$ cat src/rtl/y86_execute_stage_pkg.sv
// Shared Y86-64 encodings: instruction codes, ALU functions, branch/cmov
// conditions, register "none" marker and the condition-code record.
package y86_execute_stage_pkg;

    localparam logic [3:0] I_HALT    = 4'h0;
    localparam logic [3:0] I_NOP     = 4'h1;
    localparam logic [3:0] I_RRMOVQ  = 4'h2;
    localparam logic [3:0] I_IRMOVQ  = 4'h3;
    localparam logic [3:0] I_RMMOVQ  = 4'h4;
    localparam logic [3:0] I_MRMOVQ  = 4'h5;
    localparam logic [3:0] I_OPQ     = 4'h6;
    localparam logic [3:0] I_JXX     = 4'h7;
    localparam logic [3:0] I_CALL    = 4'h8;
    localparam logic [3:0] I_RET     = 4'h9;
    localparam logic [3:0] I_PUSHQ   = 4'hA;
    localparam logic [3:0] I_POPQ    = 4'hB;

    localparam logic [3:0] A_ADD     = 4'h0;
    localparam logic [3:0] A_SUB     = 4'h1;
    localparam logic [3:0] A_AND     = 4'h2;
    localparam logic [3:0] A_XOR     = 4'h3;

    localparam logic [3:0] C_ALWAYS  = 4'h0;
    localparam logic [3:0] C_LE      = 4'h1;
    localparam logic [3:0] C_L       = 4'h2;
    localparam logic [3:0] C_E       = 4'h3;
    localparam logic [3:0] C_NE      = 4'h4;
    localparam logic [3:0] C_GE      = 4'h5;
    localparam logic [3:0] C_G       = 4'h6;

    localparam logic [3:0] RNONE     = 4'hF;

    typedef struct packed {
        logic zf;
        logic sf;
        logic of;
    } cc_t;

    localparam cc_t CC_RESET = '{zf: 1'b1, sf: 1'b0, of: 1'b0};

    // Branch / conditional-move predicate over the current condition codes.
    function automatic logic cond_eval(input logic [3:0] ifun, input cc_t cc);
        logic lt;
        lt = cc.sf ^ cc.of;
        case (ifun)
            C_ALWAYS: cond_eval = 1'b1;
            C_LE:     cond_eval = lt | cc.zf;
            C_L:      cond_eval = lt;
            C_E:      cond_eval = cc.zf;
            C_NE:     cond_eval = ~cc.zf;
            C_GE:     cond_eval = ~lt;
            C_G:      cond_eval = ~lt & ~cc.zf;
            default:  cond_eval = 1'b0;
        endcase
    endfunction

endpackage

$ cat src/rtl/y86_execute_stage_if.sv
// Decode->execute (E register) and execute->memory (M register) bundle.
// The stage is the slave: it consumes E_* and produces M_*.
interface y86_execute_stage_if #(
    parameter int WIDTH = 64
);
    logic             E_valid;
    logic [3:0]       E_icode;
    logic [3:0]       E_ifun;
    logic [WIDTH-1:0] E_valA;
    logic [WIDTH-1:0] E_valB;
    logic [WIDTH-1:0] E_valC;
    logic [3:0]       E_dstE;
    logic [3:0]       E_dstM;

    logic             M_valid;
    logic [3:0]       M_icode;
    logic             M_cnd;
    logic [WIDTH-1:0] M_valE;
    logic [WIDTH-1:0] M_valA;
    logic [3:0]       M_dstE;
    logic [3:0]       M_dstM;

    modport master (
        output E_valid, E_icode, E_ifun, E_valA, E_valB, E_valC, E_dstE, E_dstM,
        input  M_valid, M_icode, M_cnd, M_valE, M_valA, M_dstE, M_dstM
    );

    modport slave (
        input  E_valid, E_icode, E_ifun, E_valA, E_valB, E_valC, E_dstE, E_dstM,
        output M_valid, M_icode, M_cnd, M_valE, M_valA, M_dstE, M_dstM
    );
endinterface

$ cat src/rtl/adder_64.sv
// Two's-complement adder/subtractor with signed-overflow flag.
// sub_i=0: sum = a + b ; sub_i=1: sum = a - b (as a + ~b + 1).
module adder_64 #(
    parameter int WIDTH = 64
) (
    input  logic [WIDTH-1:0] a_i,
    input  logic [WIDTH-1:0] b_i,
    input  logic             sub_i,
    output logic [WIDTH-1:0] sum_o,
    output logic             of_o
);
    logic [WIDTH-1:0] b_eff;

    // Sum and overflow: operands of equal sign producing a result of the other sign.
    always_comb begin
        b_eff = b_i ^ {WIDTH{sub_i}};
        sum_o = a_i + b_eff + WIDTH'(sub_i);
        of_o  = (a_i[WIDTH-1] == b_eff[WIDTH-1]) && (sum_o[WIDTH-1] != a_i[WIDTH-1]);
    end
endmodule

$ cat src/rtl/y86_execute_stage.sv
// Y86-64 execute stage: ALU operand selection, ALU, condition codes,
// jXX/cmovXX condition, forwarding outputs and the E->M pipeline register.
module y86_execute_stage
    import y86_execute_stage_pkg::*;
#(
    parameter int WIDTH = 64
) (
    input  logic              clk,
    input  logic              rst_n,
    y86_execute_stage_if.slave bus,
    input  logic              cc_inhibit,
    input  logic              M_stall,
    input  logic              M_bubble,
    output logic [WIDTH-1:0]  e_valE,
    output logic [3:0]        e_dstE,
    output logic              e_cnd,
    output logic              cc_zf,
    output logic              cc_sf,
    output logic              cc_of
);
    logic [WIDTH-1:0] alu_a;
    logic [WIDTH-1:0] alu_b;
    logic [3:0]       alufun;
    logic [WIDTH-1:0] add_sum;
    logic             add_of;
    logic [WIDTH-1:0] val_e;
    logic             flag_of;
    logic             cc_we;
    logic             cnd;
    logic [3:0]       dst_e;

    cc_t cc_q, cc_d;

    logic             m_valid_q, m_valid_d;
    logic [3:0]       m_icode_q, m_icode_d;
    logic             m_cnd_q,   m_cnd_d;
    logic [WIDTH-1:0] m_vale_q,  m_vale_d;
    logic [WIDTH-1:0] m_vala_q,  m_vala_d;
    logic [3:0]       m_dste_q,  m_dste_d;
    logic [3:0]       m_dstm_q,  m_dstm_d;

    // ALU operand selection by instruction class; stack ops adjust rsp by 8.
    always_comb begin
        alu_a = '0;
        alu_b = '0;
        case (bus.E_icode)
            I_RRMOVQ, I_OPQ:              alu_a = bus.E_valA;
            I_IRMOVQ, I_RMMOVQ, I_MRMOVQ: alu_a = bus.E_valC;
            I_CALL, I_PUSHQ:              alu_a = ~WIDTH'(7);
            I_RET, I_POPQ:                alu_a = WIDTH'(8);
            default:                      alu_a = '0;
        endcase
        case (bus.E_icode)
            I_RMMOVQ, I_MRMOVQ, I_OPQ, I_CALL,
            I_RET, I_PUSHQ, I_POPQ:       alu_b = bus.E_valB;
            default:                      alu_b = '0;
        endcase
    end

    assign alufun = (bus.E_icode == I_OPQ) ? bus.E_ifun : A_ADD;

    adder_64 #(.WIDTH(WIDTH)) u_adder (
        .a_i   (alu_b),
        .b_i   (alu_a),
        .sub_i (alufun[0]),
        .sum_o (add_sum),
        .of_o  (add_of)
    );

    // ALU result; logic ops never overflow, undefined OPq functions yield zero.
    always_comb begin
        val_e   = '0;
        flag_of = 1'b0;
        case (alufun)
            A_ADD, A_SUB: begin
                val_e   = add_sum;
                flag_of = add_of;
            end
            A_AND:   val_e = alu_b & alu_a;
            A_XOR:   val_e = alu_b ^ alu_a;
            default: val_e = '0;
        endcase
    end

    // Condition-code write only for a real, defined OPq that is not blocked.
    always_comb begin
        cc_we = bus.E_valid && (bus.E_icode == I_OPQ) && (bus.E_ifun <= A_XOR)
                && !cc_inhibit && !M_stall;
        cc_d  = cc_q;
        if (cc_we) begin
            cc_d.zf = (val_e == '0);
            cc_d.sf = val_e[WIDTH-1];
            cc_d.of = flag_of;
        end
    end

    // Condition-code register.
    always_ff @(posedge clk or negedge rst_n) begin
        if (!rst_n) cc_q <= CC_RESET;
        else        cc_q <= cc_d;
    end

    // Condition from pre-edge CC; a failed cmov squashes its destination.
    always_comb begin
        cnd   = cond_eval(bus.E_ifun, cc_q);
        dst_e = ((bus.E_icode == I_RRMOVQ) && !cnd) ? RNONE : bus.E_dstE;
    end

    // E->M next state: stall holds, bubble inserts a nop, otherwise load.
    always_comb begin
        m_valid_d = m_valid_q;
        m_icode_d = m_icode_q;
        m_cnd_d   = m_cnd_q;
        m_vale_d  = m_vale_q;
        m_vala_d  = m_vala_q;
        m_dste_d  = m_dste_q;
        m_dstm_d  = m_dstm_q;
        if (!M_stall) begin
            if (M_bubble) begin
                m_valid_d = 1'b0;
                m_icode_d = I_NOP;
                m_cnd_d   = 1'b0;
                m_vale_d  = '0;
                m_vala_d  = '0;
                m_dste_d  = RNONE;
                m_dstm_d  = RNONE;
            end else begin
                m_valid_d = bus.E_valid;
                m_icode_d = bus.E_icode;
                m_cnd_d   = cnd;
                m_vale_d  = val_e;
                m_vala_d  = bus.E_valA;
                m_dste_d  = dst_e;
                m_dstm_d  = bus.E_dstM;
            end
        end
    end

    // E->M pipeline register.
    always_ff @(posedge clk or negedge rst_n) begin
        if (!rst_n) begin
            m_valid_q <= 1'b0;
            m_icode_q <= I_NOP;
            m_cnd_q   <= 1'b0;
            m_vale_q  <= '0;
            m_vala_q  <= '0;
            m_dste_q  <= RNONE;
            m_dstm_q  <= RNONE;
        end else begin
            m_valid_q <= m_valid_d;
            m_icode_q <= m_icode_d;
            m_cnd_q   <= m_cnd_d;
            m_vale_q  <= m_vale_d;
            m_vala_q  <= m_vala_d;
            m_dste_q  <= m_dste_d;
            m_dstm_q  <= m_dstm_d;
        end
    end

    assign bus.M_valid = m_valid_q;
    assign bus.M_icode = m_icode_q;
    assign bus.M_cnd   = m_cnd_q;
    assign bus.M_valE  = m_vale_q;
    assign bus.M_valA  = m_vala_q;
    assign bus.M_dstE  = m_dste_q;
    assign bus.M_dstM  = m_dstm_q;

    assign e_valE = val_e;
    assign e_dstE = dst_e;
    assign e_cnd  = cnd;
    assign cc_zf  = cc_q.zf;
    assign cc_sf  = cc_q.sf;
    assign cc_of  = cc_q.of;

endmodule

$ cat src/flat_wrapper.sv
// flat-port wrapper written by rule: the top's interface ports become plain ports
module y86_execute_stage_flat import y86_execute_stage_pkg::*;
#(
    parameter int WIDTH = 64
)
  (clk, rst_n, cc_inhibit, M_stall, M_bubble, e_valE, e_dstE, e_cnd, cc_zf, cc_sf, cc_of, bus_E_valid, bus_E_icode, bus_E_ifun, bus_E_valA, bus_E_valB, bus_E_valC, bus_E_dstE, bus_E_dstM, bus_M_valid, bus_M_icode, bus_M_cnd, bus_M_valE, bus_M_valA, bus_M_dstE, bus_M_dstM);
  y86_execute_stage_if #(.WIDTH(WIDTH)) bus_i ();
  input  logic clk;
  input  logic rst_n;
  input  logic cc_inhibit;
  input  logic M_stall;
  input  logic M_bubble;
  output logic [WIDTH-1:0] e_valE;
  output logic [3:0] e_dstE;
  output logic e_cnd;
  output logic cc_zf;
  output logic cc_sf;
  output logic cc_of;
  input wire logic [$bits(bus_i.E_valid)-1:0] bus_E_valid;
  input wire logic [$bits(bus_i.E_icode)-1:0] bus_E_icode;
  input wire logic [$bits(bus_i.E_ifun)-1:0] bus_E_ifun;
  input wire logic [$bits(bus_i.E_valA)-1:0] bus_E_valA;
  input wire logic [$bits(bus_i.E_valB)-1:0] bus_E_valB;
  input wire logic [$bits(bus_i.E_valC)-1:0] bus_E_valC;
  input wire logic [$bits(bus_i.E_dstE)-1:0] bus_E_dstE;
  input wire logic [$bits(bus_i.E_dstM)-1:0] bus_E_dstM;
  output wire logic [$bits(bus_i.M_valid)-1:0] bus_M_valid;
  output wire logic [$bits(bus_i.M_icode)-1:0] bus_M_icode;
  output wire logic [$bits(bus_i.M_cnd)-1:0] bus_M_cnd;
  output wire logic [$bits(bus_i.M_valE)-1:0] bus_M_valE;
  output wire logic [$bits(bus_i.M_valA)-1:0] bus_M_valA;
  output wire logic [$bits(bus_i.M_dstE)-1:0] bus_M_dstE;
  output wire logic [$bits(bus_i.M_dstM)-1:0] bus_M_dstM;
  assign bus_i.E_valid = bus_E_valid;
  assign bus_i.E_icode = bus_E_icode;
  assign bus_i.E_ifun = bus_E_ifun;
  assign bus_i.E_valA = bus_E_valA;
  assign bus_i.E_valB = bus_E_valB;
  assign bus_i.E_valC = bus_E_valC;
  assign bus_i.E_dstE = bus_E_dstE;
  assign bus_i.E_dstM = bus_E_dstM;
  assign bus_M_valid = bus_i.M_valid;
  assign bus_M_icode = bus_i.M_icode;
  assign bus_M_cnd = bus_i.M_cnd;
  assign bus_M_valE = bus_i.M_valE;
  assign bus_M_valA = bus_i.M_valA;
  assign bus_M_dstE = bus_i.M_dstE;
  assign bus_M_dstM = bus_i.M_dstM;
  y86_execute_stage #(.WIDTH(WIDTH)) u_core (.clk(clk), .rst_n(rst_n), .bus(bus_i), .cc_inhibit(cc_inhibit), .M_stall(M_stall), .M_bubble(M_bubble), .e_valE(e_valE), .e_dstE(e_dstE), .e_cnd(e_cnd), .cc_zf(cc_zf), .cc_sf(cc_sf), .cc_of(cc_of));
endmodule
$ cat config.mk
export PLATFORM = sky130hd
export DESIGN_NAME = y86_execute_stage_flat
export DESIGN_NICKNAME = d
export VERILOG_FILES = /design/src/rtl/y86_execute_stage_pkg.sv /design/src/rtl/y86_execute_stage_if.sv /design/src/rtl/adder_64.sv /design/src/rtl/y86_execute_stage.sv /design/src/flat_wrapper.sv
export SDC_FILE = /design/constraint.sdc
export NUM_CORES = 1
export LEC_CHECK = 0
export CELL_PAD_IN_SITES_DETAIL_PLACEMENT = 1
export CELL_PAD_IN_SITES_GLOBAL_PLACEMENT = 1
export CORE_MARGIN = 4
export CORE_UTILIZATION = 36
export CTS_CLUSTER_SIZE = 8
export DETAILED_ROUTE_END_ITERATION = 8
export PLACE_DENSITY = 0.87
export SLEW_MARGIN = 20
export SYNTH_ARGS = -nofsm -noshare
export SYNTH_HDL_FRONTEND = slang
export SYNTH_SLANG_ARGS = --single-unit
$ cat constraint.sdc
create_clock -name clk -period 8.3 [get_ports clk]
set_input_delay 2.075 -clock clk [delete_from_list [all_inputs] [get_ports clk]]
set_output_delay 2.075 -clock clk [all_outputs]
set_load 0.05 [all_outputs]
## Word level (Yosys, flattened, before mapping)

Index checks and enable logic that the tools add are counted.
W data, S select, Z words.

| word-level totals | value |
|---|---|
| register bits after elaboration | 145 |
| bits in writable memories | 0 |
| latch bits | 0 |
| output and inout bits | 214 |
| logic and storage cells | 73 |
| bits of input ports | 214 |
| bits in read-only memories | 0 |
| memories | 0 |

| cells by class | value |
|---|---|
| equal/unequal tests | 20 |
| shift-type cells | 0 |
| divide/modulo/power cells | 0 |
| $lt $le $gt $ge | 1 |
| multipliers | 0 |
| $add $sub $neg | 2 |
| mux-type cells | 14 |
| bitwise operators | 8 |
| reductions and logical operators | 18 |

Operators with widths:

| operator | count |
|---|---|
| $pmux W64 S4 | 1 |
| $mux W64 | 3 |
| $pmux W64 S3 | 1 |
| $xor A64 B64 Y64 | 2 |
| $add A64 B1 Y64 | 1 |
| $add A64 B64 Y64 | 1 |
| $and A64 B64 Y64 | 1 |
| $logic_not A64 Y1 | 1 |
| $eq A4 B2 Y1 const B | 6 |
| $eq A4 B3 Y1 const B | 6 |
| $mux W4 | 5 |
| $eq A4 B4 Y1 const B | 4 |
| $eq A4 B1 Y1 const B | 2 |
| $logic_not A4 Y1 | 2 |
| $reduce_or A2 Y1 | 4 |
| $pmux W1 S7 | 1 |
| $reduce_or A7 Y1 | 1 |
| $logic_and A1 B1 Y1 | 6 |
| $le A4 B2 Y1 const B | 1 |
| $logic_not A1 Y1 | 3 |
| $mux W1 | 3 |
| $reduce_or A3 Y1 | 1 |
| $not A1 Y1 | 2 |
| $and A1 B1 Y1 | 1 |
| other kinds (4) | 4 |

## Longest topological paths before layout

| logic depth | value |
|---|---|
| depth in word-level cells | 9 |
| depth in mapped cells | 21 |

## Cells and area by module

From an unflattened synthesis, not the netlist that was laid out.

| unflattened totals | value |
|---|---|
| cells, all modules | 1,606 |
| area total of the unflattened synthesis | 13,848.3 µm² |

By module, submodules not included:

| module | area an instance (µm²) | times used | cells each | sequential area each (µm²) |
|---|---|---|---|---|
| y86_execute_stage | 9,351.5 | 1 | 956 | 3,641.0 |
| adder_64 | 4,496.8 | 1 | 650 | 0.0 |

## Worst setup path after synthesis

OpenSTA, ideal clock, no wires.

| timing | value |
|---|---|
| path type | input to output |
| from | input port bus_E_icode[0] |
| to | output port e_valE[53] |
| buffers on the path | 3 |
| data arrival time | 6.424 ns |
| stages | 18 |
| path slack | -0.199 ns |
| required time | 6.225 ns |
| cell sequence | buf_2 nand2_1 o21a_1 nor2_1 clkbuf_1 a221o_1 xnor2_1 ha_1 buf_2 nand2_1 o21ai_0 a221oi_1 nand2b_1 or2_1 nand4_1 nand4b_1 xnor2_1 o21ai_0 |

| between the ends | value |
|---|---|
| word-level cells in the longest chain between the ends | 7 |

Ends and longest elaborated chain:

| item | RTL line | text |
|---|---|---|
| start: declaration | flat_wrapper.sv:20 | `input wire logic [$bits(bus_i.E_icode)-1:0] bus_E_icode;` |
| $eq A4 B2 Y1 (tied with other cells) | y86_execute_stage.sv:46 | `case (bus.E_icode)` |
| $reduce_or A3 Y1 / $reduce_or A2 Y1 (equally long branches) | y86_execute_stage.sv:46 |  |
| $pmux W64 S4 | y86_execute_stage.sv:46 |  |
| $xor A64 B64 Y64 | adder_64.sv:16 | `b_eff = b_i ^ {WIDTH{sub_i}};` |
| $add A64 B64 Y64 | adder_64.sv:17 | `sum_o = a_i + b_eff + WIDTH'(sub_i);` |
| $add A64 B1 Y64 | adder_64.sv:17 |  |
| $pmux W64 S3 * | y86_execute_stage.sv:74 | `case (alufun)` |
| end: declaration | flat_wrapper.sv:13 | `output logic [WIDTH-1:0] e_valE;` |

Mark *: on every way between the ends. The rest lies on a longest branch, timed or not.

## Worst setup path in the final report

| timing | value |
|---|---|
| from | input port bus_E_icode[1] |
| to | output port e_valE[30] |

Same word-level chain as after synthesis.

==> results.md <==
- Outcome: complete, but fails checks
- Violated checks: negative setup slack
- Critical path class: input port to output pin
- Slew Limit Fails: 0
- Worst path arrival time: around 6.3 ns
- Leak: about 0.011 uW
- Synth Area in Compound Gates: between 30 and 40%
- Placed Cells: approximately 3,000
- Cts hold-fix bufs: 0
- Post-route insts no fill: 3,105
- Crit share post-route: 101%
- CP most frequent cell: buf_12
- Largest vdd supply drop: 0.000158 V
- Synthesized flop and latch total: 145
- Vias in the first global route: approximately 22,000
- Hold Fails Final Rpt: 0
- Switching Power: 1900 uW
- Fin nets: just under 3,000
- CP peak stage delay: approximately 0.54 ns
- Largest net degree at the start of global routing: roughly 110
- Final setup viols: 11
- Met1 Resource Use GR: a little over two fifths
- Synth Area in Simple Gates: roughly 22%
- DR WL/cell: between 30 and 40 um
- Top FF cell, synth: dfrtp_1
- Synth area leader: dfrtp_1
- Synth cell count leaders: nand2_1, o21ai_0, dfrtp_1
- Cts bufs inserted: 17
- Skew final: 0.0105 ns
- PnR worst setup slack: -0.0804 ns
- Power per cell area: ~170 nW/um2
- Clock network power share: approximately a fifth
- Initial Util: roughly 37%
- Global-route wire length before repair: 135 mm
- Count of cell types in the netlist: 95
- Clock buffer depth: 2
- GRT met2 Usage: between 60% and 70%
- Max Cap Viol: 0
- Met3 Use GR: 9.63%
- CTS clk-pin slew, worst paths: 0.07 ns
- Via count: between 20,000 and 25,000
- Die Y: about 210 um
- CTS tree: done
- Final setup TNS: -0.462 ns
- Setup crit start kind: input port
- Drt initial violations: ~2,300
- Initial antenna violation count: 6
- Clock sinks: around 150
- Synth warn: 0
- Count leader, synth: nand2_1
- Gate power share: 59.4%
- Crit Path Max Fanout: 9
- Largest family of logic cells by synthesized area: compound AO/OA/AOI/OAI gates
- Post-synthesis cell area: around 15,000 um2
- Post-synthesis mux area share: less than 1%
- Sequential share of power: about 20%
- Int Pwr: around 2300 uW
- Fmax: 119 MHz
- Clock latency on the worst-skew pair: approximately 0.48 ns
- Die area: ~44,000 um2
- PortBufs: approximately 430
- Synthesized area per cell: slightly above 8 um2
- Slowest cell on crit path: o31ai_2
- Synth Area in Adders: 11.7%
- IO Pins: 428
- Layout overhead on the synthesized area: 67.9%
- TritonRoute pass-1 iters: 8
- Ys async rst share: 100%
- Element type at the critical path end: output pin
- Total gr overflow: 0
- Net Count, Synth: around 2,100
- Sequential share of the synthesized area: 24.9%
- DRT Wirelength: approximately 95 mm
- Layout cell share with drive strength beyond 1: 28.7%
- Number of synthesized flops with an enable pin: 0
- Top post-synthesis cells by area: dfrtp_1, ha_1, nand2_1
- Post-route ant nets: 0
- GR peak layer: met2
- Crit path required time: about 6.2 ns
- DP Wirelength: 64.7 mm
- Switching Fraction: approximately 46%
- Hold_ws: 0.463 ns
- Cells after Synth: around 1,800
- RSZ-0062 raised after global routing: true
- DRC: 0
- H-tree Lvls: 4
- Slew margin rel.: around 13%
- Critical-path cell list: buf_8, nand2b_4, o21a_4, nor2_4, buf_12, buf_12, a221o_1, xnor2_1, ha_1, buf_4, nand2_1, buf_4, nor2_1, o2111ai_2, a21oi_2, o211ai_1, nor4b_1, o31ai_2, buf_12
- DR vias/cell: between 6 and 7
- Final Wtd Congestion: about 1
- Min Tclk post-route: between 8 and 9 ns
- Core area: roughly 40,000 um2
- Die W: ~210 um
- Gr usage total: between 30% and 40%
- Area share of the leading cell type in the synthesized netlist: between 20 and 25%
- HP Class: flop to flop
- XOR/XNOR share of the synthesized area: between 5 and 6%
- Slew @ Worst Pin: 1.30 ns
- Cell row count: between 70 and 80
- Clk root buf: clkbuf_16
-- cells in the final DEF (no fill, tap or decap), drive strengths merged, types with 23 or more instances in the layout --
cell type and instances:
a221o 63, clkdlybuf4s50 357, nand2b 82, ha 134, nor3 29, o21ai 145
nor2b 68, a21oi 94, a22o 63, inv 60, a22oi 40, a21o 23
nand4 50, dfrtp 135, buf 533, nand2 187, nor2 76, xnor2 75
nand3 30
-- layer usage --
| metal | vias up | wire, um |
|---|---|---|
| met5 | - | 13 |
| met4 | 2 | 8860 |
| met3 | 597 | 8850 |
| met2 | 1482 | 44800 |
| met1 | 9992 | 32100 |
| li1 | 8260 | - |
-- critical path, delay by kind of cell --
family	cells	cell delay, ns
AOI/OAI and AO/OA	6	1.94
buffers and inverters	6	0.93
and+or+nand+nor	5	0.73
adders and majority gates	1	0.42
xor gates and xnor gates	1	0.19
-- path summary, 6_finish.rpt --
path | startpoint | end | slack [ns] | cells past startpoint
setup / recovery | bus_E_icode[1] | e_valE[30] | -0.08 | 19
hold / removal | u_core.bus.M_dstE[3] | u_core.bus.M_dstE[3] | 0.46 | 2
setup reg to reg | u_core.cc_of | u_core.bus.M_dstE[3] | 6.15 | 7
hold reg to reg | u_core.bus.M_dstE[3] | u_core.bus.M_dstE[3] | 0.46 | 2
max in group asynchronous | rst_n | u_core.bus.M_valE[44] | 5.33 | 2
min in group asynchronous | rst_n | u_core.bus.M_valA[5] | 1.65 | 1
-- state kept, by name (all words and copies together), names as in the netlist --
name,cells
u_core.cc_sf,1
u_core.bus.M_valA,64
u_core.bus.M_dstM,4
u_core.bus.M_icode,4
u_core.cc_zf,1
u_core.bus.M_valid,1
u_core.bus.M_cnd,1
u_core.cc_of,1
u_core.bus.M_dstE,4
u_core.bus.M_valE,64
-- timing repair --
item	in CTS	in global routing
cloned	1	0
resized for setup	111	63
buffers inserted	40	12
pin swaps	43	38
setup endpoints to repair	45	41
-- metrics by stage --
step	utilization (%)	worst slack [ns]	instance area (um2)	power, uW
floorplan	-	0.0279	14600	1960
global placement	57.0	-0.411	22800	2990
detailed placement	57.0	-0.765	22800	3080
CTS	60.5	-0.0199	24100	4020
global route	61.4	-0.123	24500	4270
finish	61.4	-0.0804	24500	4160
-- cell families after synthesis --
kind of cell / after synthesis
AOI/OAI and AO/OA: 607
xor gates and xnor gates: 88
adders and majority gates: 136
buffers and inverters: 188
DFF: 145
muxes: 13
and+or+nand+nor: 610
-- layout make-up --
class,count,area (um2)
multi-input combinational,1454,10900
clock buffer,19,443
timing repair buffer,892,8490
tap,525,657
clock inverter,13,165
antenna,5,12.5
sequential,145,3640
fill,4520,15400
inverter,52,195
-- power by group through the flow --
stage	clock [uW]	combinational, uW	sequential [uW]
final	860	2470	830
after global routing	895	2540	838
after CTS	854	2340	828
after detailed placement	0	2240	840
after global placement	0	2160	832
after floorplan	0	872	1090
Note: power is estimated with default switching activity, not from simulation.
